$ cat config.mk
export PLATFORM = sky130hd
export DESIGN_NAME = dmem_dump_ctrl
export DESIGN_NICKNAME = d
export VERILOG_FILES = /design/src/rtl/dmem_dump_ctrl.sv
export SDC_FILE = /design/constraint.sdc
export NUM_CORES = 1
export LEC_CHECK = 0
export CAP_MARGIN = 10
export CORE_AREA = 2 2 68 82
export DETAILED_ROUTE_END_ITERATION = 10
export DIE_AREA = 0 0 70 84
export PLACE_DENSITY = 0.8
export SLEW_MARGIN = 20
export SYNTH_ARGS = -nofsm -noshare
export SYNTH_HDL_FRONTEND = slang
export SYNTH_SLANG_ARGS = --single-unit
$ cat constraint.sdc
create_clock -name clk -period 2.2 [get_ports clk]
set_input_delay 0.44 -clock clk [delete_from_list [all_inputs] [get_ports clk]]
set_output_delay 0.44 -clock clk [all_outputs]
set_load 0.01 [all_outputs]
$ cat src/rtl/dmem_dump_ctrl.sv
// ----------------------------------------------------------------------------
// dmem_dump_ctrl
//
// Post-run readout controller that sits between the CPU data port and the
// single-port data memory. While the program runs, the CPU owns the memory
// address and write-enable. When the CPU stores the halt signature, the
// controller raises a sticky done flag. It then takes over the address port
// and walks a fixed window of words, one word per beat. The words are either
// streamed over a valid/ready handshake or stepped by a debounced button.
//
// Ports:
//   clk, rst      clock; asynchronous active-high reset
//   cpu_addr      CPU data byte address
//   cpu_wdata     CPU store data
//   cpu_wena      CPU store enable
//   mem_rdata     asynchronous read data from dmem
//   mode          0 = auto stream (valid/ready), 1 = manual step
//   step_pulse    single-cycle advance pulse (manual mode)
//   dump_ready    consumer accepts the current word (auto mode)
//   restart       single-cycle pulse: restart the dump from word 0
//   mem_addr      address driven to dmem
//   mem_wena      gated write enable driven to dmem
//   done          halt signature seen (sticky until reset)
//   busy          dump in progress
//   dump_valid    dump_data holds a valid word
//   dump_data     current dumped word
//   dump_index    index of the current word inside the window
//   dump_last     current word is the final word of the window
// ----------------------------------------------------------------------------
module dmem_dump_ctrl #(
    parameter int                DATA_W     = 32,
    parameter int                ADDR_W     = 32,
    parameter logic [DATA_W-1:0] HALT_SIG   = 32'ha0602880,
    parameter logic [ADDR_W-1:0] DUMP_BASE  = 32'h100104ac,
    parameter int                DUMP_WORDS = 16,
    parameter int                PTR_W      = (DUMP_WORDS > 1) ? $clog2(DUMP_WORDS) : 1
) (
    input  logic              clk,
    input  logic              rst,
    input  logic [ADDR_W-1:0] cpu_addr,
    input  logic [DATA_W-1:0] cpu_wdata,
    input  logic              cpu_wena,
    input  logic [DATA_W-1:0] mem_rdata,
    input  logic              mode,
    input  logic              step_pulse,
    input  logic              dump_ready,
    input  logic              restart,
    output logic [ADDR_W-1:0] mem_addr,
    output logic              mem_wena,
    output logic              done,
    output logic              busy,
    output logic              dump_valid,
    output logic [DATA_W-1:0] dump_data,
    output logic [PTR_W-1:0]  dump_index,
    output logic              dump_last
);

    typedef enum logic [1:0] {
        ST_RUN  = 2'd0,
        ST_DUMP = 2'd1,
        ST_FIN  = 2'd2
    } state_t;

    localparam logic [PTR_W-1:0]  LAST_PTR = PTR_W'(DUMP_WORDS - 1);
    // In FIN the address stays parked on the final word of the window.
    localparam logic [ADDR_W-1:0] FIN_ADDR = DUMP_BASE + ADDR_W'(4 * (DUMP_WORDS - 1));

    state_t            state_q, state_d;
    logic [PTR_W-1:0]  ptr_q, ptr_d;
    logic              done_q, done_d;

    logic              halt_hit;
    logic              ptr_is_last;
    logic [PTR_W-1:0]  ptr_wrap_inc;

    // The halt signature only counts when the store is actually enabled.
    assign halt_hit    = cpu_wena && (cpu_wdata == HALT_SIG);
    assign ptr_is_last = (ptr_q == LAST_PTR);
    // Manual stepping wraps explicitly, so non-power-of-two windows also work.
    assign ptr_wrap_inc = ptr_is_last ? '0 : ptr_q + 1'b1;

    // State, pointer and done registers.
    always_ff @(posedge clk or posedge rst) begin
        if (rst) begin
            state_q <= ST_RUN;
            ptr_q   <= '0;
            done_q  <= 1'b0;
        end else begin
            state_q <= state_d;
            ptr_q   <= ptr_d;
            done_q  <= done_d;
        end
    end

    // Next-state logic. restart is checked before any advance, so it wins
    // over a handshake or a step pulse that arrives in the same cycle.
    always_comb begin
        state_d = state_q;
        ptr_d   = ptr_q;
        done_d  = done_q;

        unique case (state_q)
            ST_RUN: begin
                if (halt_hit) begin
                    done_d  = 1'b1;
                    ptr_d   = '0;
                    state_d = ST_DUMP;
                end
            end
            ST_DUMP: begin
                if (restart) begin
                    ptr_d = '0;
                end else if (mode) begin
                    if (step_pulse) begin
                        ptr_d = ptr_wrap_inc;
                    end
                end else if (dump_ready) begin
                    // Keep the pointer on the last word when the window ends.
                    if (ptr_is_last) begin
                        state_d = ST_FIN;
                    end else begin
                        ptr_d = ptr_q + 1'b1;
                    end
                end
            end
            ST_FIN: begin
                if (restart) begin
                    ptr_d   = '0;
                    state_d = ST_DUMP;
                end
            end
            default: begin
                state_d = ST_RUN;
                ptr_d   = '0;
            end
        endcase
    end

    // Output decode. In RUN the CPU owns the memory port. During the dump the
    // memory read path goes straight to dump_data, so the word appears in the
    // same cycle as its address.
    always_comb begin
        mem_addr   = cpu_addr;
        mem_wena   = cpu_wena;
        busy       = 1'b0;
        dump_valid = 1'b0;
        dump_data  = '0;
        dump_index = ptr_q;
        dump_last  = 1'b0;

        unique case (state_q)
            ST_RUN: begin
                mem_addr = cpu_addr;
                mem_wena = cpu_wena;
            end
            ST_DUMP: begin
                mem_addr   = DUMP_BASE + (ADDR_W'(ptr_q) << 2);
                mem_wena   = 1'b0;
                busy       = 1'b1;
                dump_valid = 1'b1;
                dump_data  = mem_rdata;
                dump_last  = ptr_is_last;
            end
            ST_FIN: begin
                mem_addr = FIN_ADDR;
                mem_wena = 1'b0;
            end
            default: begin
                mem_addr = cpu_addr;
                mem_wena = cpu_wena;
            end
        endcase
    end

    assign done = done_q;

endmodule

## After elaboration in Yosys (flattened, before gate mapping)

Index checks and enable logic that the tools add are counted.

| word-level totals | value |
|---|---|
| output and inout bits | 73 |
| input port bits | 103 |
| word-level logic and storage cells | 45 |
| register bits | 7 |

| cells by class | value |
|---|---|
| add/subtract/negate cells | 2 |
| eq/ne operators | 13 |
| multiplexer cells | 21 |
| reductions and logical operators | 6 |

Operator list:

| operator | count |
|---|---|
| $pmux W32 S2 | 1 |
| $eq A32 B32 Y1 const B | 1 |
| $mux W32 | 1 |
| $mux W4 | 8 |
| $add A29 B6 Y30 const A | 1 |
| $mux W2 | 6 |
| $ne A2 B2 Y1 const B | 6 |
| $ne A4 B4 Y1 const B | 3 |
| $pmux W4 S3 | 1 |
| $pmux W2 S3 | 1 |
| $reduce_and A6 Y1 | 1 |
| $reduce_and A5 Y1 | 1 |
| $add A4 B1 Y4 const B | 1 |
| $eq A4 B4 Y1 const B | 1 |
| $mux W1 | 3 |
| $eq A2 B1 Y1 const B | 1 |
| $eq A2 B2 Y1 const B | 1 |
| $logic_not A2 Y1 | 1 |
| $reduce_and A2 Y1 | 1 |
| $reduce_or A2 Y1 | 1 |
| $logic_and A1 B1 Y1 | 1 |

## Logic depth before layout (Yosys ltp)

Gate-level depths: netlist (run 1).

| depth | value |
|---|---|
| depth after elaboration | 6 |
| depth in mapped cells | 7 |
| gate-level depth less buffers | 7 |

## Worst setup path before layout (run 1)

Ideal clock, no wire load.

| path | value |
|---|---|
| path kind | reg-to-output |
| from | register state_q[0] |
| to | output mem_addr[4] |
| arrival time | 1,582 ps |
| path slack | 178 ps |
| data required time | 1,760 ps |
| buffers on the path | 2 |
| stages on the path, launching flop included | 7 |
| cell sequence | dfrtp_1 > inv_1 > ha_1 > clkbuf_1 > clkbuf_1 > nand3_1 > o22ai_1 |

| between the ends | value |
|---|---|
| longest elaborated chain between the ends | 2 |
| elaborated cells between the ends (all ways) | 3 |
| those cells by class | 2 x eq/ne; 1 x mux |

RTL lines:

| item | line | source |
|---|---|---|
| start, declared | 68 | `state_t state_q, state_d;` |
| start signal, assigned | 89 | `state_q <= state_d;` |
| $eq A2 B2 Y1 or $eq A2 B1 Y1 (tied branches) | 151 | `unique case (state_q)` |
| $pmux W32 S2 (*) | 151 |  |
| end, declared | 48 | `output logic [ADDR_W-1:0] mem_addr,` |

Every way passes the cells marked *; elsewhere a longest branch is shown, timed or not.

## Worst setup path in the final report (run 1)

| path | value |
|---|---|
| from | register state_q[1] |
| to | output dump_data[14] |

| between the ends | value |
|---|---|
| longest elaborated chain between the ends | 2 |

RTL lines:

| item | line | source |
|---|---|---|
| $eq A2 B1 Y1 | 151 |  |
| $mux W32 | 151 |  |
| end, declared | 53 | `output logic [DATA_W-1:0] dump_data,` |

Every way passes these cells.

==> run summary, run 1 <==
• finished, final reports clean — status
• 13 — Worst Path Max Fanout
• register — kind of launch point of the worst setup path
• 389.3 µV — worst IR drop on VDD
• 586 µm — routed length on met3
• 0.0001767 ns — worst setup skew after layout
• 16.97% — all-layer global routing usage
• 0 — count of antenna diodes in the layout
• 4.418 — detail-routed via count per cell
• 22.00% — initial cell density of the core
• 0.2933 ns — pin slew with the least headroom to its limit
• 0 — remaining number of nets flagged by the antenna check after routing
• 4537 µm — half-perimeter wire length after placement
• 80.38% — Max-Slew Margin vs Limit
• 1778 — number of global-route vias before repair
• input pin to asynchronous set/reset pin — worst min-delay path category
• true — setup repair after global routing missed its margin
• 0 — number of setup buffers added after CTS
• 0.4671 GHz — upper clock frequency limit
• sky130_fd_sc_hd__clkbuf_8 — buffer cell driving the clock tree root
• 0.001700 µW — Static Leak
• 0 — final hold violation count
• 70 µm — DIE WIDTH
• 2.141 ns — crit path time final
• 0 — overall overflow remaining after global route
• 1134 µm² — Mapped Area
• 8128 µm — wire length of the first global-routing pass
• 0.23 ns — clock latency on the worst-skew pair
• 0.38 ns — register-to-register setup slack
• 0 — number of max-slew violations in the final report
• 84 µm — floorplan die height
• 654.4 nW/µm² — Power Density
• 0 — Setup Viol. Count Final
• register to output pin — path type of the worst setup path
• 2058 µW — total power
• 0 — drt drc
• 925.9 µm² — area used by multi-input combinational logic
• 1 — htree depth
• 2 — maximum clock path buffer count
• 149 — Gate Count Post-Synth
• 41 — post-CTS sizing
• 0.7694 — weighted congestion at the end of routability-driven global placement
• 29 — num rows
• 4 — Detailed Routing Iterations Pass 1
• 177.5% — area overhead of the layout relative to synthesis
• 5152 µm² — placeable core region
• 38 — unique cell type count in the Yosys netlist
• 100.0% — share of synthesized registers carrying an async set or reset
• 34 — Iteration-0 DRC Markers
• 97.30% — portion of the clock cycle consumed by the worst path in the final layout
• 1745 — total via count after detailed routing
• 12.01% — share of post-route cells with drive strength above 1
• 0 — hold-fix buffer count after cts
• yes — TritonCTS clock tree
• 0 — number of warnings printed during yosys synthesis
• 0.04 ns — CTS clock-pin slew for the worst setup and hold paths
• 15.45% — share of synthesized area occupied by flip-flops and latches
• 2660 µm — DR WL met2
• 3 — total CTS buffers
• 175.2 µm² — total area of sequential cells
• 0 ns — setup_tns
• 1887 µm — wire length the detailed router placed on met1
• 444 — number of nets in the final layout
• met4 — Max Used Layer
• 28 — pin count of the biggest net entering global routing
• 0 — max-cap viol count
• 259 — Synthesized Nets
• 7 — number of sinks on the clock net
• 0 — number of antenna violations at the first check in global routing
• output pin — endpoint class of the critical path
• 5191 µm — total wirelength of the detailed-routed design
• 7 — number of storage elements in the synthesis netlist
• 175 — number of buffers inserted by port buffering
• 1.70 ns — data arrival time of the critical path
• 0 — number of flops mapped to enable cells by yosys
• 5880 µm² — Die Area
• 13.14 µm — wire per inst
• 176 — number of top-level design ports
• 1.76 ns — critical path required time
• sky130_fd_sc_hd__dfrtp_1 — flip-flop cell with the highest count after synthesis
• 464 — # fillers
• 7.608 µm² — mean cell area of the mapped netlist
==> cells in the mapped netlist (2+ instances only) <==
cell type                  count  area [µm²]
sky130_fd_sc_hd__o211ai_1      2       15.01
sky130_fd_sc_hd__clkbuf_1      8       30.03
sky130_fd_sc_hd__or2_2         4       25.02
sky130_fd_sc_hd__nand2_1       2       7.510
sky130_fd_sc_hd__nand3b_1      2       15.01
sky130_fd_sc_hd__o22ai_1       2       12.51
sky130_fd_sc_hd__mux2i_1       3       30.03
sky130_fd_sc_hd__ha_1          7       87.58
sky130_fd_sc_hd__and4bb_2      3       37.54
sky130_fd_sc_hd__o21bai_1      2       15.01
sky130_fd_sc_hd__nor2_1        4       15.01
sky130_fd_sc_hd__and2_1       32       200.2
sky130_fd_sc_hd__nor3_1        2       10.01
sky130_fd_sc_hd__o21ai_0       2       10.01
sky130_fd_sc_hd__a21oi_1       2       10.01
sky130_fd_sc_hd__nor4_2        2       25.02
sky130_fd_sc_hd__nand2b_1      2       12.51
sky130_fd_sc_hd__nor2b_1      27       168.9
sky130_fd_sc_hd__nand4_1       2       12.51
sky130_fd_sc_hd__nand3_1       6       30.03
sky130_fd_sc_hd__inv_1         9       33.78
sky130_fd_sc_hd__a31oi_1       2       12.51
sky130_fd_sc_hd__dfrtp_1       7       175.2
==> power breakdown <==
part           switching, µW  internal, µW  leakage (µW)
Combinational            769           940       0.00158
Clock                   59.7           126     0.0000228
Sequential              15.5           149     0.0000972
==> logic make-up (layout without fill, tap and decap cells) <==
family | count (synthesis) | after routing | synth area share, %
simple gates | 93 | 93 | 53.20
compound gates | 19 | 19 | 12.91
buf+inv | 18 | 202 | 6.292
fa+ha+maj | 7 | 7 | 7.726
flops | 7 | 7 | 15.45
mux | 4 | 4 | 3.642
xor+xnor | 1 | 1 | 0.7728
==> area by class of cell <==
type / count / area share, %
inverters: 9 / 1.074
flip-flops and latches: 7 / 5.569
multi-input cells: 124 / 29.44
well taps: 62 / 2.466
repair buffers: 189 / 60.02
clock buffers: 4 / 1.432
==> flip-flops by register name (all words and copies together), names as in the netlist <==
name / count
state_q: 2
dump_index: 4
done: 1
==> placed cells by master (no fill, tap or decap), types with 2 or more instances in the layout <==
cell	count
sky130_fd_sc_hd__buf_4	11
sky130_fd_sc_hd__clkbuf_2	2
sky130_fd_sc_hd__clkbuf_8	3
sky130_fd_sc_hd__clkdlybuf4s50_1	118
sky130_fd_sc_hd__nor2_1	4
sky130_fd_sc_hd__dlygate4sd2_1	32
sky130_fd_sc_hd__and4bb_2	3
sky130_fd_sc_hd__nor2b_1	27
sky130_fd_sc_hd__dfrtp_1	7
sky130_fd_sc_hd__nand2_1	2
sky130_fd_sc_hd__inv_2	2
sky130_fd_sc_hd__and2_1	32
sky130_fd_sc_hd__nand3_1	6
sky130_fd_sc_hd__a31oi_1	2
sky130_fd_sc_hd__o21bai_1	2
sky130_fd_sc_hd__ha_1	3
sky130_fd_sc_hd__o21ai_0	2
sky130_fd_sc_hd__mux2i_1	3
sky130_fd_sc_hd__inv_1	7
sky130_fd_sc_hd__nand4_1	2
sky130_fd_sc_hd__or2_2	4
sky130_fd_sc_hd__o22ai_1	2
sky130_fd_sc_hd__o211ai_1	2
sky130_fd_sc_hd__nand2b_1	2
sky130_fd_sc_hd__ha_2	2
sky130_fd_sc_hd__ha_4	2
sky130_fd_sc_hd__dlymetal6s2s_1	23
sky130_fd_sc_hd__nand3b_1	2
sky130_fd_sc_hd__nor4_2	2
==> routing by layer <==
layer	vias up	track usage [%]
met1	750	17.92
met5	-	0
met3	4	4.469
li1	870	-
met2	121	32.21
met4	0	5.245
==> worst max-delay path: stages, from the launching register on <==
cell and delay (ns):
sky130_fd_sc_hd__dfrtp_1 0.37, sky130_fd_sc_hd__inv_2 0.11, sky130_fd_sc_hd__ha_4 0.18, sky130_fd_sc_hd__buf_6 0.15, sky130_fd_sc_hd__and2_1 0.13, sky130_fd_sc_hd__clkdlybuf4s50_1 0.53
==> path summary, 6_finish.rpt <==
check | startpoint | endpoint | cells after the start
min in group clk | done | done | 1
max | state_q[1] | dump_data[14] | 5
min | rst | dump_index[3] | 2
min reg2reg | done | done | 1
max reg2reg | dump_index[1] | state_q[1] | 7
max in group asynchronous | rst | state_q[0] | 2
==> through the flow <==
| step | instance area (µm²) | utilization, % | worst slack (ns) | cells | hold WS [ns] |
|---|---|---|---|---|---|
| 2_1_floorplan | 1134 | - | 0.1781 | 149 | 0.2434 |
| 3_3_place_gp | 3043 | 59.06 | -0.06140 | 391 | 0.4858 |
| 3_5_place_dp | 3043 | 59.06 | -0.1228 | 391 | 0.4701 |
| 4_1_cts | 3073 | 59.64 | 0.02151 | 395 | 0.4536 |
| 5_1_grt | 3146 | 61.05 | -0.03249 | 395 | 0.4807 |
| 6_report | 3146 | 61.05 | 0.05933 | 395 | 0.4437 |
Power figures use the tool's default switching activity.
==> inputs of run 2 (changes only) <==
SKIP_LAST_GASP = 1   (was default)
==> run 2 against run 1 <==
  * Global-route usage unchanged
  * Worst setup slack improved by 0.030 ns
  * Largest cell class unchanged
  * Fmax increased by 1.4%
  * Routed wire length increased by 0.71%
  * Sequential power about the same
  * Combinational power about the same
==> run summary, run 2 (synthesis results as in run 1) <==
• finished, final reports clean — status
• 27 — Worst Path Max Fanout, +14
• 7 — number of sinks on the clock net, unchanged
• sky130_fd_sc_hd__clkbuf_8 — buffer cell driving the clock tree root
• 4 — max reg flops, unchanged
• 0 — number of antenna violations at the first check in global routing, unchanged
• 0.23 ns — clock latency on the worst-skew pair, about the same
• 444 — number of nets in the final layout, unchanged
• 12.01% — share of post-route cells with drive strength above 1, unchanged
• 84 µm — floorplan die height, unchanged
• 0.2951 ns — pin slew with the least headroom to its limit, +0.001853 ns
• 28 — pin count of the biggest net entering global routing, unchanged
• 80.25% — Max-Slew Margin vs Limit, -0.12 points
• 0 — number of max-slew violations in the final report, unchanged
• register to output pin — path type of the worst setup path
• 0.4435 ns — worst hold margin, -0.0002110 ns
• 393.0 µV — worst IR drop on VDD, +0.96%
• 175.2 µm² — total area of sequential cells, unchanged
• input pin to asynchronous set/reset pin — worst min-delay path category
• 3 — total CTS buffers, unchanged
• 2 — maximum clock path buffer count, unchanged
• state_q[1] — Critical Path Source
• 649.1 nW/µm² — Power Density, -0.80%
• 176 — number of top-level design ports, unchanged
• 1.76 ns — critical path required time, about the same
• 0 — max-cap viol count, unchanged
• 5880 µm² — Die Area, unchanged
• output pin — endpoint class of the critical path
• false — setup repair after global routing missed its margin
• 4 — Detailed Routing Iterations Pass 1, unchanged
• 0.4738 GHz — upper clock frequency limit, +1.4%
• 4.405 — detail-routed via count per cell, -0.29%
• 3177 µm² — final non-filler cell area, +0.99%
• 5152 µm² — placeable core region, unchanged
• 70 µm — DIE WIDTH, unchanged
• 109 x sky130_fd_sc_hd__clkdlybuf4s50_1, 32 x sky130_fd_sc_hd__and2_1, 32 x sky130_fd_sc_hd__dlymetal6s2s_1, 32 x sky130_fd_sc_hd__dlygate4sd2_1, 27 x sky130_fd_sc_hd__nor2b_1 — commonest non-fill, non-tap cells in the layout
• 925.9 µm² — area used by multi-input combinational logic, unchanged
• 13.24 µm — wire per inst, +0.71%
• 5228 µm — total wirelength of the detailed-routed design, +0.71%
• 1740 — total via count after detailed routing, -0.29%
• 2062 µW — total power, +0.18%
• sky130_fd_sc_hd__clkdlybuf4s50_1 — most common library cell in the layout ignoring fill and taps
• register — kind of launch point of the worst setup path
• 0 — final hold violation count, unchanged
• state_q[1] — Reg2Reg Capture Point
• 0 — remaining number of nets flagged by the antenna check after routing, unchanged
• 22.00% — initial cell density of the core, unchanged
• 3043 µm² — area after detailed placement, unchanged
• 0 — overall overflow remaining after global route, unchanged
• 29 — num rows, unchanged
• 175 — number of buffers inserted by port buffering, unchanged
• 0.37 ns — register-to-register setup slack, about the same
• yes — TritonCTS clock tree
• 0 — Setup Viol. Count Final, unchanged
• 0.001866 µW — Static Leak, +9.7%
• dump_index[1] — RR Startpoint
• 0.04 ns — CTS clock-pin slew for the worst setup and hold paths, about the same
• mem_addr[16] — destination of the critical timing path
• 180.2% — area overhead of the layout relative to synthesis
• 0.7694 — weighted congestion at the end of routability-driven global placement, unchanged
• 8128 µm — wire length of the first global-routing pass, unchanged
• 1.67 ns — data arrival time of the critical path, -0.03 ns
• 61.66% — share of the core filled with cells in the final layout, +0.61 points
• 2.111 ns — crit path time final, -0.03004 ns
• 4537 µm — half-perimeter wire length after placement, unchanged
• 95.94% — portion of the clock cycle consumed by the worst path in the final layout, -1.4 points
• 1 — htree depth, unchanged
• 1778 — number of global-route vias before repair, unchanged
• 0 — drt drc, unchanged
• 0.0005891 ns — worst setup skew after layout, +0.0004124 ns
• 454 — # fillers, -2.2%
• 30 — Iteration-0 DRC Markers, -12%
• 16.97% — all-layer global routing usage, unchanged
• 7 — cell depth of the worst flop-to-flop path, unchanged
• 0 — count of antenna diodes in the layout, unchanged
[run 2: cell types whose count changed in the layout (fill, tap and decap cells not counted), sizes merged]
cell | before | now
clkdlybuf4s50 | 118 | 109
dlymetal6s2s | 23 | 32
[run 2: routing by layer]
layer / up-vias / GRT usage, % / wire (µm) / share of wire [%]
met5: - / 0 / 0 / 0
met2: 118 / 32.21 / 2669 / 51
met4: 0 / 5.245 / 57 / 1.1
li1: 869 / - / - / -
met1: 749 / 17.92 / 1905 / 36
met3: 4 / 4.469 / 595 / 11
[run 2: where the power goes]
part,leakage (µW),switching (µW),internal (µW)
Sequential,0.0000972,15.5,149
Combinational,0.00175,769,944
Clock,0.0000228,59.3,126
[run 2: layout make-up]
class	count	share of cell area, %
multi-input combinational	124	29.15
tap	62	2.442
sequential	7	5.514
inverter	9	1.063
timing repair buffer	189	60.42
clock buffer	4	1.418
[run 2: through the flow]
stage | std cells | TNS, ns | setup slack, ns
6_report | 395 | 0 | 0.08937
5_1_grt | 395 | 0 | 0.009343
4_1_cts | 395 | -0.06643 | -0.01981
3_5_place_dp | 391 | -0.2260 | -0.1228
3_3_place_gp | 391 | -0.09280 | -0.06140
2_1_floorplan | 149 | 0 | 0.1781
[run 2: how the worst min path moves through the flow]
stage / start / endpoint / slack (ns) / cells past startpoint
2_1_floorplan: rst / done / 0.24 / 1
3_3_place_gp: done / done / 0.49 / 1
3_5_place_dp: done / done / 0.47 / 1
4_1_cts: rst / done / 0.45 / 2
5_1_grt: done / done / 0.48 / 1
6_report: rst / dump_index[3] / 0.44 / 2
[run 2: critical path: stages (launching register included)]
cell	delay [ns]
sky130_fd_sc_hd__dfrtp_1	0.37
sky130_fd_sc_hd__inv_2	0.11
sky130_fd_sc_hd__ha_4	0.22
sky130_fd_sc_hd__buf_12	0.15
sky130_fd_sc_hd__or2_2	0.29
sky130_fd_sc_hd__dlygate4sd2_1	0.29
[run 2: timing repair]
action / 4_1_cts / 5_1_grt
hold buffers: 0 / 0
endpoints found under the setup margin: 66 / 41
cloned: 0 / 0
pin swaps: 0 / 1
setup buffers: 0 / 0
gates resized for setup: 40 / 44
